**src/rtl/button_event_decoder.sv**
```systemverilog
// button_event_decoder: turns a debounced switch level into single-cycle press/short/long/repeat/release events
//
// Ports:
//   i_Clk       system clock
//   i_Rst       asynchronous active-high reset
//   i_Switch    debounced switch level (polarity set by c_ACTIVE_HIGH)
//   i_Repeat_En enables auto-repeat pulses while held
//   o_Press     one-cycle pulse when a press is recognised
//   o_Short     one-cycle pulse on release before the long threshold (always with o_Release)
//   o_Long      one-cycle pulse when the long threshold is reached
//   o_Repeat    one-cycle auto-repeat pulse while held
//   o_Release   one-cycle pulse on any release
//   o_Pressed   level, high in PRESSED or HELD
//   o_Held      level, high in HELD
module button_event_decoder #(
    parameter int c_LONG_COUNT   = 50000000,
    parameter int c_REPEAT_COUNT = 10000000,
    parameter bit c_ACTIVE_HIGH  = 1'b1
) (
    input  logic i_Clk,
    input  logic i_Rst,
    input  logic i_Switch,
    input  logic i_Repeat_En,
    output logic o_Press,
    output logic o_Short,
    output logic o_Long,
    output logic o_Repeat,
    output logic o_Release,
    output logic o_Pressed,
    output logic o_Held
);
    localparam int MAX_COUNT = (c_LONG_COUNT > c_REPEAT_COUNT) ? c_LONG_COUNT : c_REPEAT_COUNT;
    localparam int CW = $clog2(MAX_COUNT) + 1;
    localparam logic [CW-1:0] LONG_LAST   = CW'(c_LONG_COUNT - 1);
    localparam logic [CW-1:0] REPEAT_LAST = CW'(c_REPEAT_COUNT - 1);

    // three bits leave spare encodings so a corrupted state is caught by the default branch
    typedef enum logic [2:0] {ARM, IDLE, PRESSED, HELD} state_t;

    state_t        state;
    logic          sw_norm;
    logic          sw_q;
    logic          sampled;
    logic [CW-1:0] count;

    assign sw_norm = c_ACTIVE_HIGH ? i_Switch : ~i_Switch;

    always_ff @(posedge i_Clk or posedge i_Rst) begin
        if (i_Rst) begin
            state     <= ARM;
            sw_q      <= 1'b0;
            sampled   <= 1'b0;
            count     <= '0;
            o_Press   <= 1'b0;
            o_Short   <= 1'b0;
            o_Long    <= 1'b0;
            o_Repeat  <= 1'b0;
            o_Release <= 1'b0;
            o_Pressed <= 1'b0;
            o_Held    <= 1'b0;
        end else begin
            sw_q      <= sw_norm;
            sampled   <= 1'b1;
            o_Press   <= 1'b0;
            o_Short   <= 1'b0;
            o_Long    <= 1'b0;
            o_Repeat  <= 1'b0;
            o_Release <= 1'b0;
            case (state)
                // sw_q still holds its reset value on the first edge, so wait for a real sample
                // before trusting it; otherwise a switch held through reset would look released
                ARM: begin
                    if (sampled && !sw_q) state <= IDLE;
                end
                IDLE: begin
                    if (sw_q) begin
                        state     <= PRESSED;
                        o_Press   <= 1'b1;
                        o_Pressed <= 1'b1;
                        count     <= '0;
                    end
                end
                // release is tested first so it beats the long threshold on the same edge
                PRESSED: begin
                    if (!sw_q) begin
                        state     <= IDLE;
                        o_Short   <= 1'b1;
                        o_Release <= 1'b1;
                        o_Pressed <= 1'b0;
                    end else if (count == LONG_LAST) begin
                        state  <= HELD;
                        o_Long <= 1'b1;
                        o_Held <= 1'b1;
                        count  <= '0;
                    end else begin
                        count <= count + 1'b1;
                    end
                end
                HELD: begin
                    if (!sw_q) begin
                        state     <= IDLE;
                        o_Release <= 1'b1;
                        o_Pressed <= 1'b0;
                        o_Held    <= 1'b0;
                        count     <= '0;
                    end else if (!i_Repeat_En) begin
                        count <= '0;
                    end else if (count == REPEAT_LAST) begin
                        o_Repeat <= 1'b1;
                        count    <= '0;
                    end else begin
                        count <= count + 1'b1;
                    end
                end
                default: begin
                    state     <= IDLE;
                    count     <= '0;
                    o_Pressed <= 1'b0;
                    o_Held    <= 1'b0;
                end
            endcase
        end
    end
endmodule
```
**config.mk**
```make
export PLATFORM = sky130hd
export DESIGN_NAME = button_event_decoder
export DESIGN_NICKNAME = d
export VERILOG_FILES = /design/src/rtl/button_event_decoder.sv
export SDC_FILE = /design/constraint.sdc
export NUM_CORES = 1
export LEC_CHECK = 0
export BUFFER_PORTS_ARGS = -buffer_cell sky130_fd_sc_hd__buf_2
export CAP_MARGIN = 20
export CORE_AREA = 2 2 61 63
export DETAILED_ROUTE_END_ITERATION = 12
export DIE_AREA = 0 0 63 65
export GPL_TIMING_DRIVEN = 0
export PLACE_DENSITY = 0.81
export SKIP_CTS_REPAIR_TIMING = 1
export SLEW_MARGIN = 40
export SYNTH_ARGS = -nofsm -noshare
export SYNTH_HDL_FRONTEND = slang
export SYNTH_SLANG_ARGS = --single-unit
```
**constraint.sdc**
```tcl
create_clock -name i_Clk -period 4.35 [get_ports i_Clk]
set_input_delay 1.0875 -clock i_Clk [delete_from_list [all_inputs] [get_ports i_Clk]]
set_output_delay 1.0875 -clock i_Clk [all_outputs]
set_load 0.01 [all_outputs]
```
; ---- Yosys cells after proc, flatten, opt, wreduce, memory -nomap -nowiden
; Cells that the tools add are included.
[totals]
register_bits = 39
output_inout_bits = 7
elab_cells = 66
[classes]
n_addsub = 1
n_eq_ne = 12
muxes = 31
bitwise = 2
reduce_logical = 9
[op_table]
columns = cell, count
row1 = $mux 27, 6
row2 = $pmux 27 s4, 1
row3 = $add 27x1->27 const B, 1
row4 = $eq 27x24->1 const B, 1
row5 = $eq 27x26->1 const B, 1
row6 = $mux 1, 16
row7 = $mux 3, 5
row8 = $ne 2x2->1 const B, 6
row9 = $pmux 3 s4, 1
row10 = $reduce_and 4->1, 2
row11 = $eq 3x2->1 const B, 2
row12 = $pmux 1 s3, 2
row13 = $reduce_and 3->1, 2
row14 = $reduce_or 2->1, 2
row15 = $eq 3x1->1 const B, 1
row16 = $logic_not 3->1, 1
row17 = $ne 3x3->1 const B, 1
row18 = $not 1->1, 2
row19 = $logic_and 1x1->1, 1
row20 = $logic_not 1->1, 1

; ---- Longest topological paths before layout
; Gate-level depths: netlist (run 1).
[logic_depth]
word_depth = 5
ltp_mapped = 8

; ---- Worst setup path after synthesis (run 1)
; Ideal clock, no wire load.
[synth_path]
path_kind = reg-to-reg
startpoint = register state[0]
endpoint = register count[25]
setup_ns = 0.119
t_arrival_ns = 1.913
slack_ns = 2.318
path_stages_with_launch = 9
path_buffers = 1
path_cell_list = dfrtp_1 -> inv_1 -> ha_1 -> o21ba_2 -> nor4_1 -> clkbuf_1 -> nand4_1 -> xor2_1 -> nor2_2
[synth_between]
elab_chain_len = 3
elab_cells_between_ends = 9
cone_classes = eq/ne: 5 / mux: 1 / bitwise: 1 / reduce/logical: 2
[synth_rtl]
columns = item, line_no
row1 = "start, declared", 40  ; state_t state;
row2 = "start signal, assigned", 50  ; state <= ARM;
row3 = "start signal, assigned", 73  ; if (sampled && !sw_q) state <= IDLE;
row4 = "start signal, assigned", 77  ; state <= PRESSED;
row5 = "$eq 3x1->1, or another cell as far along", 69  ; case (state)
row6 = $ne 2x2->1 (no line) / $not 1->1 (equally long branches), --
row7 = $reduce_and 3->1 (no line), --
row8 = "end signal, assigned", 96  ; count <= count + 1'b1;
row9 = "end signal, assigned", 112  ; count <= count + 1'b1;
row10 = "end, declared", 44  ; logic [CW-1:0] count;
; Several ways; a longest one is shown, not always the timed one.
; A chain may end at the register's enable or synchronous reset.

; ---- Worst setup path in the final report (run 1)
[layout_path]
startpoint = register state[0]
endpoint = register count[15]
; Same word-level chain as after synthesis.

==> summary by stage, run 1 <==
Floorplanning
In this run the count of I/O pins placed on the die edge is 11. The chip height is 65 µm. For this configuration, the core starts out at a cell density of 0.5916.

The die width is 63 µm. The core outline area is 3496 µm². The floorplan has 22 rows.

The die covers 4095 µm².

STA
The clock tree skew after final layout is 0.006141 ns. The final-report max-slew violation count is 0. The number of failing hold endpoints at the final stage came to 0. Setup repair after global routing left no endpoint under its margin. The final-layout worst hold slack is 0.5380 ns. Subtracting the final worst setup slack from the clock period gives 2.541 ns. The aggregate negative setup slack is 0 ns. Timing would allow up to 0.3936 GHz.

Setup violations remaining at the end of the flow were counted as 0. The final worst-path setup slack is 1.809 ns. The portion of the clock cycle consumed by the worst path in the final layout is 0.5840. The worst relative slew slack is 0.4326. For the pin with the worst max-slew slack, the measured transition is 0.8433 ns.

Min path
The path class of the lowest-slack min-delay path is reg2reg. The startpoint of the tightest hold check path is o_Held.

Drt
After detailed routing, the number of remaining DRC violations is 0. The first detailed-routing pass took 4 iterations. The routed design has 3.566 mm of wire. The ratio of routed vias to standard cells is 5.524. The routed length per placed instance is 13.16 µm.

The detail route stage leaves a number of antenna-violating nets equal to 0. In this run, the number of DRC markers left after iteration 0 of detailed routing was 111. The detailed router placed 1497 vias in this run.

Place
Prior to clock tree synthesis, the placed netlist has a worst setup slack of 1.829 ns. The final weighted congestion in routability-driven placement is 0.7798. The count of input and output buffers is 10.

Including well taps, the total number of placed cells is 263. Detailed placement ended at an HPWL of 2.573 mm.

Power and ir drop
For this design the total switching power over the nets is 0.3130 mW. Internal power comes to 0.6112 mW. The power share of the sequential group is 0.429. For this design the ratio of total power to cell area is 409.9 nW/µm². Of the total power, combinational logic draws 0.320.

The worst voltage drop across the vdd grid is 0.2040 mV. Summing internal, switching and leakage power gives 0.9242 mW. The fraction of power spent switching nets is 0.3386. The clock network fraction of design power is 0.250.

In this run the static leakage power is 0.9820 nW.

Setup path
The arrival time at the worst endpoint is 2.78 ns. The critical path's top delay family is simple AND/OR/NAND/NOR gates. The critical path goes through inv_1 -> ha_1 -> o21ba_2 -> nor4_1 -> clkbuf_1 -> nand3_1 -> xor2_1 -> nor2_2. Counting buffers and inverters, the worst setup path is 8 cells deep. The launch point of the worst path is state[0]. Measured in cells, the most critical reg-to-reg path has a length of 8. The startpoint type of the worst setup path is a flip-flop. In this run the register-to-register setup slack is 1.81 ns.

The critical path ends at count[15]. The required time reported for the critical path endpoint is 4.59 ns. The worst register-to-register path begins at state[0]. The slowest stage of the critical path belongs to the cell sky130_fd_sc_hd__nor4_1. The worst setup path is of the reg2reg kind. The biggest cell delay along the critical path is 0.48 ns. Of all nets on the critical path, the largest fanout is 10. Counting both buffers and inverters, the worst setup path holds a total of 2. The kind of end point of the critical path is a flip-flop. In this run the critical register-to-register path is captured at count[15].

Logic synthesis
The synthesized instance count is 205. The sequential-to-total area share from yosys stat is 0.4598. The distinct cell type count after synthesis is 47. The total of warnings raised by yosys is 0. The synthesized netlist net count is 215. The cell area after technology mapping is 2068 µm². The most used flip-flop cell after synthesis is sky130_fd_sc_hd__dfrtp_1. A synthesized cell averages 10.09 µm².

The number of flops mapped to enable cells by yosys is 0. Synthesis inferred 38 register bits. The share of synthesized registers carrying an async set or reset is 1.000.

GRT
The total congestion overflow is 0. The first global-routing pass estimated 6.403 mm of wire. The number of antenna violations at the first check in global routing is 0. The pin count of the biggest net entering global routing is 39. The global-route usage over all layers is 0.2007. The via count of the first global-routing pass is 1404.

Layout
For this run, the post-layout net count is 232. Leaving out fill and tap cells, the most frequent cells in the layout are sky130_fd_sc_hd__dfrtp_1 (38), sky130_fd_sc_hd__xor2_1 (21), sky130_fd_sc_hd__nor2_2 (20). From synthesis to final layout, the design area changed by 9.014%. The most common cell after layout, fill and taps aside is sky130_fd_sc_hd__dfrtp_1. After filler insertion, the fill cell instance count of the layout stands at 292. The fraction of layout cells with a size suffix above 1 is 0.2377.

The number of antenna diodes in the final layout is 0. The number of non-filler instances in the completed layout is 271.

Clocking
The clock latency on the worst-skew pair is 0.34 ns. After clock tree synthesis, the clock-pin slew on the worst setup and hold paths is 0.11 ns. The clock root buffer master is sky130_fd_sc_hd__clkbuf_4. The number of buffers on the longest clock path is 2. The tree built by TritonCTS fans out to 38 sinks. The total CTS buffers is 5.

In this run the number of H-tree levels came out at 2. TritonCTS built the clock tree.

Flow run
The count of maximum capacitance violations is 0.

Status
The run finished with clean final reports.
## power by group through the flow
stage	logic, mW	registers (mW)	clock network, mW
floorplan	0.235	0.406	0
global placement	0.296	0.403	0
detailed placement	0.301	0.404	0
CTS	0.301	0.397	0.240
global route	0.330	0.401	0.256
finish	0.296	0.397	0.231
## state kept, by name, indices dropped and copies added (netlist names)
signal / count
o_Pressed: 1
state: 2
sw_q: 1
o_Press: 1
o_Short: 1
o_Held: 1
sampled: 1
count: 27
o_Repeat: 1
o_Release: 1
o_Long: 1
## logic make-up after synthesis
logic type	count (synthesis)	share of synthesized area
flops	38	0.4598
xor+xnor	22	0.09317
compound gates	19	0.06111
fa+ha+maj	6	0.03630
other cells	1	0.001813
mux	1	0.004840
buf+inv	10	0.02661
simple gates	108	0.3164
## per-layer routing
layer,vias to the layer above,routed length [µm],global-route usage
met3,4,124,0.05208
met1,719,1653,0.2637
met2,23,1744,0.3245
met5,-,0,0
li1,751,-,-
met4,0,43,0.06667
## metrics by stage
| stage | area, µm² | util |
|---|---|---|
| 2_1_floorplan | 2068 | - |
| 3_5_place_dp | 2178 | 0.6231 |
| 6_report | 2255 | 0.6450 |
| 5_1_grt | 2255 | 0.6450 |
| 3_3_place_gp | 2178 | 0.6231 |
| 4_1_cts | 2253 | 0.6446 |
## cell type report
class                           instances  area (µm²)  share of cell area
Timing Repair Buffer                   10       50.05             0.02220
Clock inverter                          1       30.03             0.01332
Tap cell                               48       60.06             0.02664
Clock buffer                            7       45.04             0.01998
Sequential cell                        38       950.9              0.4218
Multi-Input combinational cell        157        1062              0.4711
Inverter                                4       16.27            0.007214
Buffer                                  6       40.04             0.01776
## synthesized netlist by cell type, types with 2 or more instances
| library cell | count | area, µm² |
|---|---|---|
| sky130_fd_sc_hd__ha_1 | 6 | 75.07 |
| sky130_fd_sc_hd__and2_1 | 2 | 12.51 |
| sky130_fd_sc_hd__nor4_1 | 2 | 12.51 |
| sky130_fd_sc_hd__a21oi_1 | 2 | 10.01 |
| sky130_fd_sc_hd__inv_1 | 4 | 15.01 |
| sky130_fd_sc_hd__nor2_2 | 20 | 125.1 |
| sky130_fd_sc_hd__dfrtp_1 | 38 | 950.9 |
| sky130_fd_sc_hd__nor2_1 | 11 | 41.29 |
| sky130_fd_sc_hd__nand2_1 | 18 | 67.56 |
| sky130_fd_sc_hd__and3_1 | 3 | 18.77 |
| sky130_fd_sc_hd__buf_6 | 2 | 22.52 |
| sky130_fd_sc_hd__clkbuf_1 | 2 | 7.510 |
| sky130_fd_sc_hd__nor2b_1 | 4 | 25.02 |
| sky130_fd_sc_hd__nand3_1 | 14 | 70.07 |
| sky130_fd_sc_hd__or2_2 | 2 | 12.51 |
| sky130_fd_sc_hd__nor3_1 | 4 | 20.02 |
| sky130_fd_sc_hd__nand4_1 | 14 | 87.58 |
| sky130_fd_sc_hd__o21ai_0 | 8 | 40.04 |
| sky130_fd_sc_hd__xor2_1 | 21 | 183.9 |
## worst register-to-register path, delay by kind of cell, from the launching register on
family	cells	cell delay [ns]
AO/OA/AOI/OAI	1	0.26
flip-flops	1	0.42
XOR/XNOR	1	0.22
buffers and inverters	2	0.56
adder cells (fa/ha/maj)	1	0.29
AND/OR/NAND/NOR	3	0.70
## worst min path at each step
stage	slack, ns	depth (start not counted)	end
after floorplan	0.50	2	count[1]
after global placement	0.50	2	o_Pressed
after detailed placement	0.52	2	o_Pressed
after CTS	0.55	2	o_Pressed
after global routing	0.58	2	count[1]
final	0.54	2	o_Held
No activity file was read; power rests on OpenSTA's default activity.
==> run 2: changes to the inputs <==
- CORE_AREA: 2 2 61 63 -> 2 2 62 64
- DIE_AREA: 0 0 63 65 -> 0 0 64 66
- PLACE_DENSITY: 0.81 -> 0.79
- clock period: 4.35 -> 2.4 ns (I/O delays scaled with it)
==> summary by stage, run 2 (synthesis results as in run 1) <==
Layout
The register with the most flip-flops in the final layout is count. The fraction of layout cells with a size suffix above 1 came to 0.2601 (+0.02242). The top cell types in the final layout, fill and taps aside, are sky130_fd_sc_hd__dfrtp_1 (38), sky130_fd_sc_hd__xor2_1 (21), sky130_fd_sc_hd__nor2_2 (20).

The share of the core filled with cells is 0.6357 (-0.009294). The post-route cell area is 2257 µm² (+0.11%). The most common cell after layout, fill and taps aside is sky130_fd_sc_hd__dfrtp_1. The largest registers in the layout are count x27, state x2. The final layout net count is 232 (unchanged). The area growth from synthesis to layout is 9.135%.

The antenna diode instance count came to 0 (unchanged). The flip-flop count of the largest register, all copies and words added is 27 (unchanged).

Clocking
The number of buffers on the longest clock path is 2 (unchanged). TritonCTS built the clock tree. The number of sinks on the clock net is 38 (unchanged). The maximum level of the CTS H-tree is 2 (unchanged). The clock latency on the worst-skew pair is 0.35 ns (about the same). The clock transition at the registers of the reported paths was 0.11 ns (about the same). The clock root buffer master is sky130_fd_sc_hd__clkbuf_4. The total CTS buffers is 5 (unchanged).

Setup path
The required time reported for the critical path endpoint is 2.64 ns (-1.95 ns). The arrival time at the worst endpoint is 2.50 ns (-0.28 ns). STA classifies the critical path startpoint as a flip-flop. The worst-case register-to-register setup slack is 0.14 ns (-1.67 ns).

The classification of the worst setup path is reg2reg. The worst-path maximum fanout is 10 (unchanged). STA classifies the critical path endpoint as a flip-flop.

GRT
The via count of the first global-routing pass is 1458 (+3.8%). The global-route wire length before repair is 6.534 mm (+2.0%). The global-route usage over all layers was 0.2014 (+0.0007240). The number of antenna violations at the first check in global routing is 0 (unchanged). The peak-usage layer in the global routing report is met2. The pin count of the biggest net entering global routing is 39 (unchanged).

The total congestion overflow is 0 (unchanged). The met1 track demand over resource is 0.2406 (-0.02308). The met2 track demand over resource is 0.3294 (+0.004959).

The met3 layer usage reported by global route came to 0.06133 (+0.009245).

Drt
The number of vias after detailed routing was 1507 (+0.67%). The detailed router's first-iteration violation count is 117 (+5.4%). The routed length per placed instance is 13.73 µm (+4.3%).

The total routed wirelength is 3.721 mm (+4.3%). The remaining routing DRC violations came to 0 (unchanged). The length of the first detailed-routing pass in iterations is 4 (unchanged).

The final antenna-violating net count is 0 (unchanged). The ratio of routed vias to standard cells came to 5.561 (+0.67%).

Place
The count of input and output buffers came to 10 (unchanged). The estimated wirelength of the detail-placed design is 2.610 mm (+1.4%). The area of placed instances is 2185 µm² (+0.29%). The final weighted congestion in routability-driven placement is 0.8083 (+3.7%).

STA
The number of failing hold endpoints at the final stage is 0 (unchanged). The final critical path time including I/O delays and setup came to 2.258 ns (-0.2822 ns). The worst-margin pin slew was 0.6521 ns (-0.1913 ns). The portion of the clock cycle consumed by the worst path in the final layout is 0.9410 (+0.3569). The final-layout worst hold slack came to 0.3090 ns (-0.2290 ns). The aggregate negative setup slack is 0 ns (unchanged).

The worst relative slew slack is 0.5648 (+0.1322). The clock tree skew after final layout came to 0.007579 ns (+0.001438 ns). The upper clock frequency limit is 0.4428 GHz (+12%). The final-report max-slew violation count is 0 (unchanged). The final setup violation count is 0 (unchanged).

Floorplanning
The chip height is 66 µm (+1.5%). The initial cell density of the core is 0.5825 (-0.009173). The number of placement rows is 22 (unchanged).

The number of ports placed on the die boundary is 11 (unchanged). The area of the die was 4224 µm² (+3.2%). The core outline area is 3551 µm² (+1.6%). The die width is 64 µm (+1.6%).

Power and ir drop
The cell area power density is 715.7 nW/µm² (+75%). The worst voltage drop across the vdd grid is 0.3956 mV (+94%). The post-route total power was 1.615 mW (+75%). The reported leakage power is 0.9851 nW (+0.32%).

Min path
The path class of the lowest-slack min-delay path is in2async.

Flow run
The count of maximum capacitance violations is 0 (unchanged).

Status
The run finished with clean final reports.
==> run 2: path summary, 6_finish.rpt <==
check,start,cells after the start,endpoint
min reg2reg,o_Pressed,2,o_Pressed
min in group i_Clk,i_Switch,1,sw_q
max reg2reg,state[0],8,count[15]
max,state[0],8,count[15]
max in group asynchronous,i_Rst,2,state[1]
min,i_Rst,2,count[21]
==> run 2: layout make-up <==
class | instances | area, µm²
tap | 48 | 60.06
inverter | 4 | 16.27
clock inverter | 1 | 5.005
buffer | 6 | 45.04
sequential | 38 | 950.9
multi-input combinational | 157 | 1075
fill | 277 | 1294
timing repair buffer | 10 | 50.05
clock buffer | 7 | 55.05
==> run 2: power breakdown <==
part / switching (mW) / leakage, nW / internal, mW / total, mW
Combinational: 0.343 / 0.430 / 0.203 / 0.547
Sequential: 0.0344 / 0.520 / 0.685 / 0.719
Clock: 0.208 / 0.0353 / 0.142 / 0.350
==> run 2: per-layer routing <==
layer	up-vias	routed length, µm
met4	0	106
li1	750	-
met1	716	1708
met3	10	178
met5	-	0
met2	31	1727
==> run 2: worst max-delay path, cell delays in order (launching register included) <==
cell                       delay (ns)
sky130_fd_sc_hd__dfrtp_1         0.43
sky130_fd_sc_hd__inv_1           0.10
sky130_fd_sc_hd__ha_1            0.30
sky130_fd_sc_hd__o21ba_2         0.27
sky130_fd_sc_hd__or2_2           0.27
sky130_fd_sc_hd__clkbuf_2        0.20
sky130_fd_sc_hd__nor3_4          0.32
sky130_fd_sc_hd__buf_6           0.21
sky130_fd_sc_hd__nor2_2          0.05
==> run 2: stage by stage <==
stage / cells / setup slack (ns)
3_5_place_dp: 263 / -0.1118
5_1_grt: 271 / -0.008584
3_3_place_gp: 263 / -0.1101
6_report: 271 / 0.1417
4_1_cts: 271 / -0.1412
2_1_floorplan: 205 / 0.3683
